### config.mk
export PLATFORM = sky130hd
export DESIGN_NAME = oisc8_stack_unit
export DESIGN_NICKNAME = d
export VERILOG_FILES = /design/src/rtl/oisc8_stack_unit.sv
export SDC_FILE = /design/constraint.sdc
export NUM_CORES = 1
export LEC_CHECK = 0
export CORE_MARGIN = 4
export CORE_UTILIZATION = 54
export DETAILED_ROUTE_END_ITERATION = 8
export PLACE_DENSITY = 0.8
export SLEW_MARGIN = 20
export SYNTH_ARGS = -nofsm -noshare
export SYNTH_HDL_FRONTEND = slang
export SYNTH_SLANG_ARGS = --single-unit
### constraint.sdc
create_clock -name clk -period 2.7 [get_ports clk]
set_clock_uncertainty 0.1 [all_clocks]
set_input_delay 0.405 -clock clk [delete_from_list [all_inputs] [get_ports clk]]
set_output_delay 0.405 -clock clk [all_outputs]
set_load 0.05 [all_outputs]
### src/rtl/oisc8_stack_unit.sv
// rtl/oisc8_stack_unit.sv - OISC8 LIFO: TOS register plus synchronous-read array.
// Optional high-water mark tracking enabled by defining OISC8_STACK_HWM_EN.
module oisc8_stack_unit #(
    parameter int DWIDTH = 8,
    parameter int DEPTH  = 16,
    parameter int CWIDTH = $clog2(DEPTH + 1)
) (
    input  logic              clk,
    input  logic              rst,
    input  logic              push_en,
    input  logic [DWIDTH-1:0] push_data,
    input  logic              pop_en,
    output logic [DWIDTH-1:0] pop_data,
    output logic              ready,
    output logic              empty,
    output logic              full,
    output logic [CWIDTH-1:0] count,
    output logic              overflow,
    output logic              underflow,
    input  logic              clr_flags,
    output logic [CWIDTH-1:0] hwm
);

    localparam int AW = (DEPTH > 2) ? $clog2(DEPTH - 1) : 1;

    typedef enum logic {
        IDLE   = 1'b0,
        REFILL = 1'b1
    } state_t;

    state_t              state_q, state_d;
    logic [DWIDTH-1:0]   tos_q, tos_d;
    logic [CWIDTH-1:0]   count_q, count_d;
    logic                overflow_q, overflow_d;
    logic                underflow_q, underflow_d;

    logic [DWIDTH-1:0]   mem [DEPTH-1];
    logic [DWIDTH-1:0]   rd_data_q;
    logic                mem_we;
    logic                mem_re;
    logic [AW-1:0]       mem_wa;
    logic [AW-1:0]       mem_ra;
    logic                is_empty;
    logic                is_full;

    assign is_empty = (count_q == '0);
    assign is_full  = (count_q == CWIDTH'(DEPTH));

    always_comb begin
        state_d     = state_q;
        tos_d       = tos_q;
        count_d     = count_q;
        overflow_d  = overflow_q & ~clr_flags;
        underflow_d = underflow_q & ~clr_flags;
        mem_we      = 1'b0;
        mem_re      = 1'b0;
        mem_wa      = AW'(count_q - CWIDTH'(1));
        mem_ra      = AW'(count_q - CWIDTH'(2));
        case (state_q)
            IDLE: begin
                if (push_en && pop_en) begin
                    // Replace: TOS swaps in place; on an empty stack it degrades to a push.
                    tos_d = push_data;
                    if (is_empty) begin
                        count_d     = CWIDTH'(1);
                        underflow_d = 1'b1;
                    end
                end else if (push_en) begin
                    if (is_full) begin
                        overflow_d = 1'b1;
                    end else begin
                        mem_we  = !is_empty;
                        tos_d   = push_data;
                        count_d = count_q + CWIDTH'(1);
                    end
                end else if (pop_en) begin
                    if (is_empty) begin
                        underflow_d = 1'b1;
                    end else begin
                        count_d = count_q - CWIDTH'(1);
                        if (count_q > CWIDTH'(1)) begin
                            mem_re  = 1'b1;
                            state_d = REFILL;
                        end else begin
                            tos_d = '0;
                        end
                    end
                end
            end
            REFILL: begin
                tos_d   = rd_data_q;
                state_d = IDLE;
            end
            default: state_d = IDLE;
        endcase
    end

    always_ff @(posedge clk or posedge rst) begin
        if (rst) begin
            state_q     <= IDLE;
            tos_q       <= '0;
            count_q     <= '0;
            overflow_q  <= 1'b0;
            underflow_q <= 1'b0;
        end else begin
            state_q     <= state_d;
            tos_q       <= tos_d;
            count_q     <= count_d;
            overflow_q  <= overflow_d;
            underflow_q <= underflow_d;
        end
    end

    // Array contents survive reset; only the live region below count matters.
    always_ff @(posedge clk) begin
        if (mem_we) begin
            mem[mem_wa] <= tos_q;
        end
        if (mem_re) begin
            rd_data_q <= mem[mem_ra];
        end
    end

`ifdef OISC8_STACK_HWM_EN
    logic [CWIDTH-1:0] hwm_q, hwm_d;

    always_comb begin
        hwm_d = hwm_q;
        if (count_d > hwm_q) begin
            hwm_d = count_d;
        end
    end

    always_ff @(posedge clk or posedge rst) begin
        if (rst) begin
            hwm_q <= '0;
        end else begin
            hwm_q <= hwm_d;
        end
    end

    assign hwm = hwm_q;
`else
    assign hwm = '0;
`endif

    assign pop_data  = (state_q == REFILL) ? rd_data_q : tos_q;
    assign ready     = (state_q == IDLE);
    assign empty     = is_empty;
    assign full      = is_full;
    assign count     = count_q;
    assign overflow  = overflow_q;
    assign underflow = underflow_q;

endmodule

* Word-level counts from Yosys, hierarchy flattened *
Memory sizes are Yosys's and may differ from the RTL's. A register that Yosys moved wholly into a read port is not among the register bits.
Cells that the tools add are included.

operators by class
  $add $sub $neg = 3
  multiply operators = 0
  divide/modulo/power cells = 0
  order comparisons = 1
  eq/ne operators = 8
  shifts and indexed selects = 0
  mux-type cells = 36
  bitwise operators = 4
  reduce and logical (&&, ||, !) cells = 6

operators by type and width
  operator             count
  $mux 8               7
  $mux 5               6
  $mux 1               21
  $pmux 8 s2           1
  $ne 4x3->1 const B   3
  $ne 3x2->1 const B   2
  $add 5x1->5 const B  1
  $eq 5x5->1 const B   1
  $gt 5x1->1 const B   1
  $logic_not 5->1      1
  $reduce_and 5->1     1
  $sub 5x1->5 const B  1
  $ne 4x4->1 const B   1
  $reduce_and 4->1     1
  $sub 4x2->4 const B  1
  $reduce_bool 3->1    1
  $and 1x1->1          2
  $ne 2x2->1 const B   1
  $not 1->1            2
  $pmux 1 s2           1
  $logic_and 1x1->1    1
  $logic_not 1->1      1

word-level totals
  register bits = 16
  bits in latches = 0
  RAM bits = 120
  memory bits (read-only) = 0
  output and inout port bits = 23
  logic and storage cells = 64
  memories = 1

memory list
  memory  depth  bits a word  read ports  clocked after Yosys merged registers in  write ports  line  text
  mem     15     8            1           1                                        1            37    logic [DWIDTH-1:0] mem [DEPTH-1];

* Depth between registers and ports, before layout *
  depth after elaboration = 8
  gate-level depth with buffers = 11

* Worst setup path after synthesis *
OpenSTA, ideal clock, no wires.

  kind = register -> register
  start = reg count_q[1] (netlist: count[1])
  end = mem mem[14][0] (enable)
  data arrival time = 2715 ps
  data required time = 2230 ps
  path slack = -485 ps
  stages on the path, launching flop included = 11
  path buffers = 4
  cells stage by stage = dfrtp_1 clkbuf_1 clkbuf_1 inv_1 ha_1 buf_4 or3b_1 buf_2 and3_1 nand2_1 nor2_1

between the ends
  word-level cells in the longest chain between the ends = 8

ends and longest elaborated chain
  item                          line  text
  start, declared               33    logic [CWIDTH-1:0] count_q, count_d;
  start signal, assigned        108   count_q <= count_d;
  $logic_not 5->1               46    assign is_empty = (count_q == '0);
  $logic_not 1->1               72    mem_we = !is_empty;
  $mux 1                        69    if (is_full) begin
  $mux 1                        68    end else if (push_en) begin
  $mux 1                        61    if (push_en && pop_en) begin
  $mux 1                        59    case (state_q)
  $mux 1                        116   if (mem_we) begin
  $mux 1 (implied by the code)  117   mem[mem_wa] <= tos_q;
  end, declared                 37

Several ways; a longest one is shown, not always the timed one.

* Final worst setup path *
  start = reg count_q[0] (netlist: count[0])
  end = out empty

between the ends
  word-level cells in the longest chain between the ends = 1

ends and longest elaborated chain
  item             line  text
  $logic_not 5->1  46
  end, declared    15    output logic empty,

No other way between the ends.

==> flow_summary.json <==
{
  "design.core.area_mm2": 0.0115,
  "routed_via_density": 6.38,
  "start_util_pct": 55.4,
  "postSynth.asyncResetShare_pct": 11.1,
  "io_pins": 36,
  "yosys-top-cells-count": "edfxtp_1, nor2_1, mux4_2, nand2_1, a21oi_1",
  "critPathMaxStageDelay_ns": 0.52,
  "cp_max_fo": 9,
  "crit_top_cell": "inv_1",
  "fin_crit_ns": 2.59,
  "utilization_pct": 66.3,
  "multiInputGateArea_mm2": 0.00210,
  "max_slew_margin_pct": 52.8,
  "placed_area_mm2": 0.00701,
  "power.total_w": 0.00955,
  "path_delay_family": "simple AND/OR/NAND/NOR gates",
  "hold_viol_final": 0,
  "post-cts-setup-buffers": 0,
  "min_period_over_period_pct": 96.0,
  "rsz0062_at_grt": "false",
  "drc": 0,
  "place.gp.congestion": 0.832,
  "routed_wl_um": 14400,
  "r2r_setup_slack_ns": 0.31,
  "outcome": "completed",
  "p_sw_share_pct": 37.7,
  "dpl.hpwl_um": 9240,
  "power_per_cell_area_mw_per_mm2": 1250,
  "start_kind": "register",
  "pwr-share-clk_pct": 25.4,
  "grt_pass1_wl_um": 22000,
  "ys_seq_area_share_pct": 66.5,
  "avgSynthCellArea_um2": 15.2,
  "overflow": 0,
  "synth_top_flop_cell": "edfxtp_1",
  "die-area_mm2": 0.0136,
  "internal_power_w": 0.00595,
  "fmax_mhz": 386,
  "synth.area.top_cells": "edfxtp_1, mux4_2, dfrtp_1",
  "numCtsBuffers": 17,
  "insertion_delay_ns": 0.41,
  "synth_cells": 421,
  "vias": 3952,
  "cts_sinks": 144,
  "place_inst": 587,
  "setup_violations": 0,
  "drtAntennaViolNets": 0,
  "cts_resized": 0,
  "maxSlewViolCount": 0,
  "grt_pass1_vias": 3704,
  "grt_start_max_net_pins": 43,
  "worst-path-buf-inv": 3,
  "root_buffer": "clkbuf_16",
  "power_frac_comb_pct": 41.1,
  "ys_types": 52,
  "worstPathCellList": "inv_1, ha_1, or4b_1, inv_1, buf_12",
  "path_class": "register to output pin",
  "area_growth_pct": 19.7,
  "crit_slowest_cell": "or4b_1",
  "cts_tree": "yes",
  "synth_edf_count": 128,
  "nets": 483,
  "port_buffers": 30,
  "synth.most_common_cell": "edfxtp_1",
  "antenna_found_initial": 0,
  "die_y_um": 117,
  "post_layout_nonfiller_instances": 619,
  "fill_cells": 790,
  "drt_first_pass_iters": 6,
  "switchingPower_w": 0.00360,
  "drive_above_1_share_pct": 23.7,
  "synth_area_mm2": 0.00638,
  "regArea_mm2": 0.00425,
  "worst_pin_slew_ns": 0.709,
  "peakVddDrop_uv": 803,
  "worst_setup_path_end_kind": "output pin",
  "htreeDepth": 4,
  "yosysTopAreaCell": "edfxtp_1",
  "hold_class": "primary input to async pin",
  "clkTransAtPathRegs_ns": 0.06,
  "max-cap-violations": 0,
  "p_seq_share_pct": 33.5,
  "synth.top_cell.area_share_pct": 60.2,
  "cellLeakagePower_nw": 2.71,
  "final_cell_area_mm2": 0.00764,
  "n_antenna_cell": 0,
  "die_w_um": 117,
  "rows": 39,
  "ys_warn_count": 0,
  "avgRoutedWirePerCell_um": 23.3,
  "rr_endpoint": "mem[3][5]$_DFFE_PP_",
  "cp.arrival_ns": 2.09,
  "rr_worst_depth": 6,
  "regToRegStartpoint": "count[1]$_DFFE_PP0P_",
  "grt_util_all_layers_pct": 22.5,
  "cts.path.max_buffers": 2,
  "ys_seq_elements": 144,
  "drtIter0Drc": 550,
  "ctsHoldBuffers": 0,
  "worst_ep_required_time_ns": 2.19
}
==> registers in the layout, indices dropped and copies added (netlist names) <==
name and count:
count 5, overflow 1, underflow 1, tos_q 8
rd_data_q 8, state_q 1, mem 120
==> power by group through the flow <==
stage | Combinational (W) | Clock [W] | Sequential (W)
finish | 0.00392 | 0.00243 | 0.00320
global route | 0.00420 | 0.00255 | 0.00323
CTS | 0.00391 | 0.00245 | 0.00320
detailed placement | 0.00387 | 0 | 0.00324
global placement | 0.00381 | 0 | 0.00323
floorplan | 0.00261 | 0 | 0.00337
==> final cells by class <==
class / instances / area share, %
Multi-Input combinational cell: 237 / 27.4
Sequential cell: 144 / 55.6
Tap cell: 143 / 2.34
Clock buffer: 19 / 5.67
Timing Repair Buffer: 51 / 5.93
Clock inverter: 13 / 2.46
Inverter: 12 / 0.590
==> worst max path at each step <==
stage                         startpoint                    to  slack [ns]  depth (start not counted)
floorplan           count[0]$_DFFE_PP0P_   mem[5][0]$_DFFE_PP_      -0.009                         11
global placement                  pop_en  tos_q[6]$_DFFE_PP0P_        0.35                          5
detailed placement                pop_en  tos_q[6]$_DFFE_PP0P_        0.27                          5
CTS                 count[0]$_DFFE_PP0P_                 empty        0.12                          5
global route        count[0]$_DFFE_PP0P_                 empty        0.01                          5
finish              count[0]$_DFFE_PP0P_                 empty        0.11                          5
==> cell families (layout without fill, tap and decap cells) <==
family | count (synthesis) | in the layout | synth area share [%]
xor gates and xnor gates | 6 | 6 | 0.823
DFF | 144 | 144 | 66.5
AOI/OAI and AO/OA | 90 | 90 | 10.4
other | 1 | 5 | 0.0587
adders and majority gates | 7 | 7 | 1.37
and+or+nand+nor | 95 | 95 | 7.51
buffers and inverters | 44 | 95 | 3.33
muxes | 34 | 34 | 10.0
==> layout by cell type, fill, tap and decap left out, types with 8 or more instances in the layout <==
| cell | synthesis | routed |
|---|---|---|
| inv_1 | 11 | 11 |
| nor2_4 | 1 | 16 |
| mux4_2 | 24 | 24 |
| clkdlybuf4s50_1 | 0 | 18 |
| edfxtp_1 | 128 | 128 |
| o22ai_1 | 9 | 9 |
| a211oi_1 | 9 | 9 |
| mux2i_1 | 10 | 10 |
| nand2_1 | 22 | 18 |
| nor2_1 | 31 | 16 |
| o211ai_1 | 9 | 9 |
| a21o_1 | 8 | 8 |
| nand3_1 | 11 | 11 |
| clkbuf_16 | 0 | 17 |
| buf_4 | 8 | 31 |
| a21oi_1 | 20 | 20 |
| nor2b_1 | 13 | 13 |
| dfrtp_1 | 16 | 14 |
==> metal layers <==
layer  global-route usage [%]  wire length (um)  share of wire, %  up-vias
met5                        0                 0                 0        -
met4                     7.19               378               2.6        0
met3                     6.06              1300               9.0       26
met2                     32.2              6650                46      225
met1                     33.9              6100                42     1968
li1                         -                 -                 -     1733
==> stage by stage <==
| stage | TNS (ns) | worst slack [ns] | hold slack [ns] |
|---|---|---|---|
| after floorplan | -0.0692 | -0.00865 | 0.219 |
| after global placement | 0 | 0.354 | 0.415 |
| after detailed placement | 0 | 0.270 | 0.421 |
| after CTS | 0 | 0.123 | 0.290 |
| after global routing | 0 | 0.0119 | 0.343 |
| final | 0 | 0.109 | 0.273 |
Power figures use the tool's default switching activity.
